File: src/rtl/obi_arb_pkg.sv
// Shared types and defaults for the two-requester OBI memory arbiter.
package obi_arb_pkg;

    typedef enum logic {
        REQ_CORE = 1'b0,
        REQ_DBG  = 1'b1
    } req_id_e;

    localparam int unsigned MAX_OUTSTANDING_DEFAULT = 2;

endpackage

File: src/rtl/obi_arb_id_fifo.sv
// Circular FIFO of requester IDs; one entry per granted, unanswered transaction.
module obi_arb_id_fifo
    import obi_arb_pkg::*;
#(
    parameter int unsigned DEPTH = MAX_OUTSTANDING_DEFAULT
) (
    input  logic                       clk_i,
    input  logic                       rst_ni,
    input  logic                       push_i,
    input  req_id_e                    push_id_i,
    input  logic                       pop_i,
    output req_id_e                    head_id_o,
    output logic                       full_o,
    output logic                       empty_o,
    output logic [$clog2(DEPTH+1)-1:0] count_o
);

    localparam int unsigned PTR_W = (DEPTH > 1) ? $clog2(DEPTH) : 1;
    localparam int unsigned CNT_W = $clog2(DEPTH + 1);

    req_id_e          ids_q [DEPTH];
    logic [PTR_W-1:0] wr_ptr_q, wr_ptr_d;
    logic [PTR_W-1:0] rd_ptr_q, rd_ptr_d;
    logic [CNT_W-1:0] count_q, count_d;
    logic             push_ok, pop_ok;

    function automatic logic [PTR_W-1:0] ptr_inc(input logic [PTR_W-1:0] ptr);
        return (ptr == PTR_W'(DEPTH - 1)) ? '0 : ptr + PTR_W'(1);
    endfunction

    assign full_o    = (count_q == CNT_W'(DEPTH));
    assign empty_o   = (count_q == '0);
    assign push_ok   = push_i & ~full_o;
    assign pop_ok    = pop_i & ~empty_o;
    assign head_id_o = ids_q[rd_ptr_q];
    assign count_o   = count_q;

    // NOTE: every always_comb output gets a default first, so no path can infer a latch.
    always_comb begin
        wr_ptr_d = wr_ptr_q;
        rd_ptr_d = rd_ptr_q;
        count_d  = count_q;
        if (push_ok) wr_ptr_d = ptr_inc(wr_ptr_q);
        if (pop_ok)  rd_ptr_d = ptr_inc(rd_ptr_q);
        case ({push_ok, pop_ok})
            2'b10:   count_d = count_q + CNT_W'(1);
            2'b01:   count_d = count_q - CNT_W'(1);
            default: count_d = count_q;
        endcase
    end

    // NOTE: sequential state uses non-blocking assignments so all registers update together.
    always_ff @(posedge clk_i or negedge rst_ni) begin
        if (!rst_ni) begin
            wr_ptr_q <= '0;
            rd_ptr_q <= '0;
            count_q  <= '0;
        end else begin
            wr_ptr_q <= wr_ptr_d;
            rd_ptr_q <= rd_ptr_d;
            count_q  <= count_d;
        end
    end

    // NOTE: storage is not reset; an entry is only read after it was written, gated by count.
    always_ff @(posedge clk_i) begin
        if (push_ok) ids_q[wr_ptr_q] <= push_id_i;
    end

endmodule

File: src/rtl/obi_mem_arbiter.sv
// Round-robin arbiter sharing one OBI memory port between the core data port (m0) and debug bus (m1).
module obi_mem_arbiter
    import obi_arb_pkg::*;
#(
    parameter int unsigned ADDR_WIDTH      = 32,
    parameter int unsigned DATA_WIDTH      = 32,
    parameter int unsigned MAX_OUTSTANDING = MAX_OUTSTANDING_DEFAULT
) (
    input  logic                                 clk_i,
    input  logic                                 rst_ni,
    input  logic                                 m0_req_i,
    output logic                                 m0_gnt_o,
    input  logic [ADDR_WIDTH-1:0]                m0_addr_i,
    input  logic                                 m0_we_i,
    input  logic [DATA_WIDTH/8-1:0]              m0_be_i,
    input  logic [DATA_WIDTH-1:0]                m0_wdata_i,
    output logic                                 m0_rvalid_o,
    output logic [DATA_WIDTH-1:0]                m0_rdata_o,
    input  logic                                 m1_req_i,
    output logic                                 m1_gnt_o,
    input  logic [ADDR_WIDTH-1:0]                m1_addr_i,
    input  logic                                 m1_we_i,
    input  logic [DATA_WIDTH/8-1:0]              m1_be_i,
    input  logic [DATA_WIDTH-1:0]                m1_wdata_i,
    output logic                                 m1_rvalid_o,
    output logic [DATA_WIDTH-1:0]                m1_rdata_o,
    output logic                                 mem_req_o,
    output logic [ADDR_WIDTH-1:0]                mem_addr_o,
    output logic                                 mem_we_o,
    output logic [DATA_WIDTH/8-1:0]              mem_be_o,
    output logic [DATA_WIDTH-1:0]                mem_wdata_o,
    input  logic                                 mem_gnt_i,
    input  logic                                 mem_rvalid_i,
    input  logic [DATA_WIDTH-1:0]                mem_rdata_i,
    output logic [$clog2(MAX_OUTSTANDING+1)-1:0] outstanding_o,
    output logic                                 err_o
);

    req_id_e sel, last_q, last_d, lock_id_q, lock_id_d, head_id;
    logic    lock_q, lock_d, err_q, err_d;
    logic    lock_drop, sel_req, gnt, rsp_valid, fifo_full, fifo_empty;

    // A held lock wins while its owner keeps requesting; otherwise plain round-robin.
    always_comb begin
        sel       = REQ_CORE;
        lock_drop = 1'b0;
        if (lock_q && ((lock_id_q == REQ_CORE) ? m0_req_i : m1_req_i)) begin
            sel = lock_id_q;
        end else begin
            lock_drop = lock_q;
            if (m0_req_i && m1_req_i) sel = (last_q == REQ_CORE) ? REQ_DBG : REQ_CORE;
            else if (m1_req_i)        sel = REQ_DBG;
            else                      sel = REQ_CORE;
        end
    end

    assign sel_req     = (sel == REQ_CORE) ? m0_req_i   : m1_req_i;
    assign mem_addr_o  = (sel == REQ_CORE) ? m0_addr_i  : m1_addr_i;
    assign mem_we_o    = (sel == REQ_CORE) ? m0_we_i    : m1_we_i;
    assign mem_be_o    = (sel == REQ_CORE) ? m0_be_i    : m1_be_i;
    assign mem_wdata_o = (sel == REQ_CORE) ? m0_wdata_i : m1_wdata_i;

    assign mem_req_o = sel_req & ~fifo_full;
    assign gnt       = mem_req_o & mem_gnt_i;
    assign m0_gnt_o  = gnt & (sel == REQ_CORE);
    assign m1_gnt_o  = gnt & (sel == REQ_DBG);

    // Responses come back in grant order, so the FIFO head names the owner.
    assign rsp_valid   = mem_rvalid_i & ~fifo_empty;
    assign m0_rvalid_o = rsp_valid & (head_id == REQ_CORE);
    assign m1_rvalid_o = rsp_valid & (head_id == REQ_DBG);
    assign m0_rdata_o  = m0_rvalid_o ? mem_rdata_i : '0;
    assign m1_rdata_o  = m1_rvalid_o ? mem_rdata_i : '0;
    assign err_o       = err_q;

    always_comb begin
        lock_d    = mem_req_o & ~mem_gnt_i;
        lock_id_d = sel;
        last_d    = gnt ? sel : last_q;
        err_d     = err_q | lock_drop | (mem_rvalid_i & fifo_empty);
    end

    always_ff @(posedge clk_i or negedge rst_ni) begin
        if (!rst_ni) begin
            lock_q    <= 1'b0;
            lock_id_q <= REQ_CORE;
            last_q    <= REQ_DBG;
            err_q     <= 1'b0;
        end else begin
            lock_q    <= lock_d;
            lock_id_q <= lock_id_d;
            last_q    <= last_d;
            err_q     <= err_d;
        end
    end

    obi_arb_id_fifo #(
        .DEPTH(MAX_OUTSTANDING)
    ) u_id_fifo (
        .clk_i    (clk_i),
        .rst_ni   (rst_ni),
        .push_i   (gnt),
        .push_id_i(sel),
        .pop_i    (mem_rvalid_i),
        .head_id_o(head_id),
        .full_o   (fifo_full),
        .empty_o  (fifo_empty),
        .count_o  (outstanding_o)
    );

endmodule

File: config.mk
export PLATFORM = sky130hd
export DESIGN_NAME = obi_mem_arbiter
export DESIGN_NICKNAME = d
export VERILOG_FILES = /design/src/rtl/obi_arb_pkg.sv /design/src/rtl/obi_arb_id_fifo.sv /design/src/rtl/obi_mem_arbiter.sv
export SDC_FILE = /design/constraint.sdc
export NUM_CORES = 1
export LEC_CHECK = 0
export ABC_AREA = 1
export CORE_AREA = 8 8 117 119
export DETAILED_ROUTE_END_ITERATION = 12
export DIE_AREA = 0 0 125 127
export HOLD_SLACK_MARGIN = 0.1
export PLACE_DENSITY = 0.66
export REMOVE_ABC_BUFFERS = 1
export SYNTH_ARGS = -nofsm -noshare
export SYNTH_HDL_FRONTEND = slang
export SYNTH_HIERARCHICAL = 1
export SYNTH_SLANG_ARGS = --single-unit
File: constraint.sdc
create_clock -name clk_i -period 1.7 [get_ports clk_i]
set_clock_uncertainty 0.05 [all_clocks]
set_input_delay 0.34 -clock clk_i [delete_from_list [all_inputs] [get_ports clk_i]]
set_output_delay 0.34 -clock clk_i [all_outputs]
set_load 0.005 [all_outputs]
==> results of run 1 <==
-- metal layers --
metal  vias up  wire length, um  part of all wire [%]
met5         -                0                     0
met4         0              484                   2.5
met3        28             1742                   8.9
met2       257            10870                    56
met1      1979             6392                    33
li1       2016                -                     -
-- final timing paths --
check | to
hold / removal | err_o$_DFF_PN0_
min in group clk_i | u_id_fifo/wr_ptr_q$_DFFE_PN0P_
setup / recovery | mem_addr_o[4]
setup reg to reg | u_id_fifo/ids_q[0]$_DFFE_PP_
max in group asynchronous | last_q$_DFFE_PN1P_
hold reg to reg | u_id_fifo/wr_ptr_q$_DFFE_PN0P_
-- cell usage after synthesis --
cell and n:
o21bai_1 1, nand2_2 4, buf_2 7, xnor2_1 1
nor2_2 1, nand3_1 74, nand3_2 1, o211ai_1 1
buf_4 8, edfxtp_1 2, nand4_1 1, ha_1 1
a21oi_2 1, buf_6 1, inv_1 49, nor2_1 69
inv_2 1, o21ai_2 1, nand2_1 156, clkbuf_1 11
a21oi_1 1, dfstp_2 1, dfrtp_1 7
-- registers in the layout (all words and copies together) (netlist names) --
signal and count:
err_o 1, u_id_fifo/rd_ptr_q 1, u_id_fifo/wr_ptr_q 1, lock_q 1
u_id_fifo/count_o 2, lock_id_q 1, last_q 1, u_id_fifo/ids_q 2
-- layout make-up --
cell class	instances	area, um2	share of cell area (%)
inverter	50	195.2	2.751
timing repair buffer	417	4210	59.34
multi-input combinational	313	2165	30.51
clock inverter	1	3.754	0.05290
clock buffer	3	75.07	1.058
tap	147	183.9	2.592
sequential	10	262.8	3.703
-- power groups by stage --
stage | sequential (mW) | combinational [mW] | clock, mW
floorplan | 0.406 | 1.17 | 0
detailed placement | 0.393 | 3.68 | 0
CTS | 0.399 | 5.75 | 0.425
global placement | 0.390 | 3.65 | 0
finish | 0.410 | 6.06 | 0.420
global route | 0.418 | 6.44 | 0.444
-- metrics by stage --
step | setup WS, ns | hold slack (ns)
3_5_place_dp | -0.8984 | 0.4218
2_1_floorplan | -1.021 | -0.005591
3_3_place_gp | -0.9026 | 0.4118
6_report | -0.4264 | 0.3529
5_1_grt | -0.4855 | 0.3855
4_1_cts | -0.4338 | 0.3701
-- logic make-up after synthesis --
group	Yosys count	share of synthesized area, %
XOR/XNOR	1	0.4567
AO/OA/AOI/OAI	5	1.957
buffers and inverters	77	17.48
adder cells (fa/ha/maj)	1	0.6522
flip-flops	10	13.63
AND/OR/NAND/NOR	306	65.82
-- what timing repair did --
item | in CTS | in global routing
gates resized for setup | 768 | 166
hold buffers | 0 | 0
endpoints found under the setup margin | 142 | 147
pin swaps | 27 | 30
cloned | 24 | 0
endpoints found under the hold margin | 0 | 0
setup buffers | 66 | 11
==> metrics, run 1 <==
number of distinct library cells after synthesis 23; share of total power in the clock network 6.1%; port bufs 316; cell type with the highest occurrence count on the critical path buf_12; Worst setup startpoint last_q$_DFFE_PN1P_; cell type with the highest aggregate area in the netlist nand2_1; PD cells 971.6 nW/um2; worst-case register-to-register setup slack 0.03 ns; buffers plus inverters on the worst setup path 5; data required time at the worst endpoint 1.31 ns; fraction of layout cells with a size suffix above 1 53.27%; arrival time reported for the critical path endpoint 1.74 ns; summed negative setup slack over all endpoints -40.64 ns; cell depth of the worst setup path 10; post-route insts no fill 941; Cells after Synth 400; Horiz. Die Dim 125 um; number of placed instances, taps included 860; Chip Height 127 um; Slowest-stage cell, CP dfstp_2; number of CTS-inserted buffers 3; fraction of the cycle the final worst path needs 125.1%; commonest non-fill, non-tap cells in the layout clkdlybuf4s50_1, buf_2, buf_6; largest buffer count on any clock path 2; fraction of the yosys area taken by sequential cells 13.63%; aggregate global-route resource usage 22.24%; net load switching power 2.850 mW; worst-case vdd ir drop 0.5075 mV; total overflow reported by the global router 0; drt first pass iters 5; initial antenna violation count 0; Synth Area per Inst 4.795 um2; path class of the lowest-slack min-delay path in2async; overall routed net length 19490 um; worst-case headroom to the max-slew limit 72.99%; average wire per cell in the routed design 20.71 um; fraction of post-synthesis cell area in the top cell type by area 30.53%; register bit total from synthesis 10; Clk Latency, worst-skew pair 0.23 ns; largest net degree at the start of global routing 36; clock tree from TritonCTS yes; std cell rows 40; ratio of routed vias to standard cells 4.548; minimum period implied by the final worst setup slack 2.126 ns; Final #Nets 972; global-route wire length before repair 27400 um; share of power burned in registers 5.9%; fraction of power spent switching nets 41.33%; vias in the first global route 4547; final antenna diode count 0; Internal Power 4.045 mW; cell-by-cell listing of the critical path a21oi_4 > nand2_4 > buf_12 > nand2_8 > buf_6 > buf_12 > buf_12 > nand2_2 > nand2_2 > buf_6; peak per-stage delay on the critical path 0.55 ns; post-place instance area 5373 um2; number of nets with antenna violations after routing 0; sum of net half-perimeters after detailed placement 12590 um; area of the mapped netlist 1918 um2; clock root buffer master clkbuf_16; leakage power summed over all cells 3.642 nW; most common library cell in the layout ignoring fill and taps clkdlybuf4s50_1; grt peak-use layer met2; PnR Total Power 6.894 mW; area of all placed cells without fillers 7096 um2; Slew @ Worst Pin 0.4039 ns; final-report hold violation count 0; family with the most delay on the worst path buffers and inverters; starting DRC count in detailed routing 206; Ys Warns 6; worst setup path category reg2out; Max-cap violations 0; CTS Sinks 10; total die area 15880 um2; Filler Cells Inserted 993; weighted congestion reported at the end of routability-driven placement 0.8754; DRC violations left 0; status finished, violations left; worst path setup slack after routing -0.4264 ns; met3 track demand over resource in global routing 6.988%; signed area change from the synthesized netlist to the final layout 269.9%; share of the core filled with cells 60.07%; critical path endpoint category primary output; Worst Setup Start Kind register; final number of max-transition violations 0; violated checks negative setup slack; cell types occupying the most area after synthesis nand2_1, nand3_1, nor2_1; area inside the core boundary 11810 um2; via total after detailed routing 4280; clock transition at the registers of the reported paths 0.04 ns; depth of the CTS H-tree 1; initial core utilization 16.24%; unrepaired setup endpoints after global routing true; cell depth of the worst flop-to-flop path 8; source of the worst register-to-register timing path last_q$_DFFE_PN1P_; biggest fanout along the worst timing path 6; met1 capacity usage during global routing 20.83%; timing-limited maximum frequency 470.3 MHz; met2 track demand over resource in global routing 45.41%; combinational cell fraction of total power 88.0%; count of pins on the block boundary 317; setup violators final 136
Note: power is estimated with default switching activity, not from simulation.
==> run 2, diff against run 1 <==
--- a/config.mk
+++ b/config.mk
@@ -12,6 +12,7 @@
 export HOLD_SLACK_MARGIN = 0.1
 export PLACE_DENSITY = 0.66
 export REMOVE_ABC_BUFFERS = 1
+export SKIP_CTS_REPAIR_TIMING = 1
 export SYNTH_ARGS = -nofsm -noshare
 export SYNTH_HDL_FRONTEND = slang
 export SYNTH_HIERARCHICAL = 1
==> run 2 against run 1 <==
The run still ends with negative setup slack left; total power fell by 12%; worst hold slack got worse by 0.0057 ns; core utilization fell by 3.3 points; combinational power fell by 14%; via count fell by 2.2%; setup slack improved by 0.019 ns; sequential cell count did not move; non-clock buffer count fell by 13.
==> metrics, run 2 (synthesis results as in run 1) <==
initial core utilization 16.24% (unchanged); worst-case headroom to the max-slew limit 73.81% (was 72.99%); sum of net half-perimeters after detailed placement 12590 um (unchanged); unrepaired setup endpoints after global routing true (unchanged); largest buffer count on any clock path 2 (unchanged); std cell rows 40 (unchanged); Internal Power 3.479 mW (was 4.045 mW); combinational cell fraction of total power 86.3% (was 88.0%); starting DRC count in detailed routing 125 (was 206); final number of max-transition violations 0 (unchanged); clock root buffer master clkbuf_16 (unchanged); status finished, violations left (unchanged); setup violators final 132 (was 136); CTS Sinks 10 (unchanged); Worst Setup Start Kind register (unchanged); weighted congestion reported at the end of routability-driven placement 0.8754 (unchanged); overall routed net length 19510 um (was 19490 um); worst path setup slack after routing -0.4073 ns (was -0.4264 ns); Chip Height 127 um (unchanged); net load switching power 2.567 mW (was 2.850 mW); Clk Latency, worst-skew pair 0.23 ns (about the same); minimum period implied by the final worst setup slack 2.107 ns (was 2.126 ns); summed negative setup slack over all endpoints -33.28 ns (was -40.64 ns); Slew @ Worst Pin 0.3916 ns (was 0.4039 ns); total overflow reported by the global router 0 (unchanged); count of pins on the block boundary 317 (unchanged); worst-case vdd ir drop 0.4361 mV (was 0.5075 mV); number of nets with antenna violations after routing 0 (unchanged); area of all placed cells without fillers 6704 um2 (was 7096 um2); Final #Nets 961 (was 972); Max-cap violations 0 (unchanged); port bufs 316 (unchanged); DRC violations left 0 (unchanged); post-place instance area 5373 um2 (unchanged); initial antenna violation count 0 (unchanged); fraction of power spent switching nets 42.46% (was 41.33%); violated checks negative setup slack (unchanged); ratio of routed vias to standard cells 4.500 (was 4.548); share of total power in the clock network 7.0% (was 6.1%); pre-CTS WS -0.8984 ns (unchanged); share of power burned in registers 6.7% (was 5.9%); data required time at the worst endpoint 1.31 ns (about the same); most common library cell in the layout ignoring fill and taps clkdlybuf4s50_1 (unchanged); fraction of layout cells with a size suffix above 1 43.68% (was 53.27%); timing-limited maximum frequency 474.5 MHz (was 470.3 MHz); critical path endpoint category primary output (unchanged); Horiz. Die Dim 125 um (unchanged); final-report hold violation count 0 (unchanged); area inside the core boundary 11810 um2 (unchanged); number of CTS-inserted buffers 3 (unchanged); biggest fanout along the worst timing path 6 (unchanged); PnR Total Power 6.045 mW (was 6.894 mW); share of the core filled with cells 56.76% (was 60.07%); average wire per cell in the routed design 20.97 um (was 20.71 um); via total after detailed routing 4185 (was 4280); clock tree from TritonCTS yes (unchanged); largest net degree at the start of global routing 70 (was 36); PD cells 901.8 nW/um2 (was 971.6 nW/um2); leakage power summed over all cells 3.626 nW (was 3.642 nW); drt first pass iters 4 (was 5); path class of the lowest-slack min-delay path in2async (unchanged); depth of the CTS H-tree 1 (unchanged); signed area change from the synthesized netlist to the final layout 249.5% (was 269.9%); commonest non-fill, non-tap cells in the layout clkdlybuf4s50_1, nand2_1, buf_2 (was clkdlybuf4s50_1, buf_2, buf_6); fraction of the cycle the final worst path needs 124.0% (was 125.1%); final antenna diode count 0 (unchanged); total die area 15880 um2 (unchanged); global-route wire length before repair 21490 um (was 27400 um); vias in the first global route 3779 (was 4547); worst setup path category reg2out (unchanged); arrival time reported for the critical path endpoint 1.72 ns (was 1.74 ns); aggregate global-route resource usage 16.85% (was 22.24%); clock transition at the registers of the reported paths 0.04 ns (about the same)
-- run 2: cell type report --
class                           count  area [um2]
Clock inverter                      1       3.754
Sequential cell                    10       261.5
Multi-Input combinational cell    315        1994
Inverter                           50       190.2
Tap cell                          147       183.9
Clock buffer                        3       75.07
Timing Repair Buffer              404        3995
Fill cell                        1107        5107
-- run 2: path summary, 6_finish.rpt --
path	from	end	slack [ns]	cells past startpoint
max reg2reg	u_id_fifo/count_o[1]$_DFFE_PN0P_	u_id_fifo/count_o[1]$_DFFE_PN0P_	-0.03	12
min reg2reg	u_id_fifo/wr_ptr_q$_DFFE_PN0P_	u_id_fifo/wr_ptr_q$_DFFE_PN0P_	0.44	2
max in group asynchronous	rst_ni	last_q$_DFFE_PN1P_	0.94	1
min in group clk_i	u_id_fifo/wr_ptr_q$_DFFE_PN0P_	u_id_fifo/wr_ptr_q$_DFFE_PN0P_	0.44	2
max	last_q$_DFFE_PN1P_	mem_wdata_o[14]	-0.41	9
min	rst_ni	err_o$_DFF_PN0_	0.35	1
-- run 2: power by group through the flow --
stage / combinational [mW] / clock (mW) / sequential [mW]
2_1_floorplan: 1.17 / 0 / 0.406
3_3_place_gp: 3.65 / 0 / 0.390
3_5_place_dp: 3.68 / 0 / 0.393
4_1_cts: 3.70 / 0.425 / 0.390
5_1_grt: 5.54 / 0.445 / 0.414
6_report: 5.22 / 0.423 / 0.405
-- run 2: through the flow --
stage	std cells	hold slack (ns)
finish	930	0.3472
global route	930	0.3795
CTS	864	0.3701
detailed placement	860	0.4218
global placement	860	0.4118
floorplan	373	-0.005591
-- run 2: critical path: stages, from the launching register on --
cell,delay (ns)
dfstp_2,0.55
a21oi_4,0.09
nand2_8,0.11
nand2_8,0.08
buf_6,0.14
buf_4,0.13
clkbuf_16,0.15
nand2_4,0.06
nand2_2,0.05
buf_6,0.11
-- run 2: per-layer routing --
layer	GRT usage, %	wire (um)	part of all wire [%]	vias to the layer above
met5	0	0	0	-
met4	3.152	391	2.0	0
met3	7.404	1854	9.5	31
met2	32.73	10710	55	260
met1	16.20	6548	34	1902
li1	-	-	-	1992
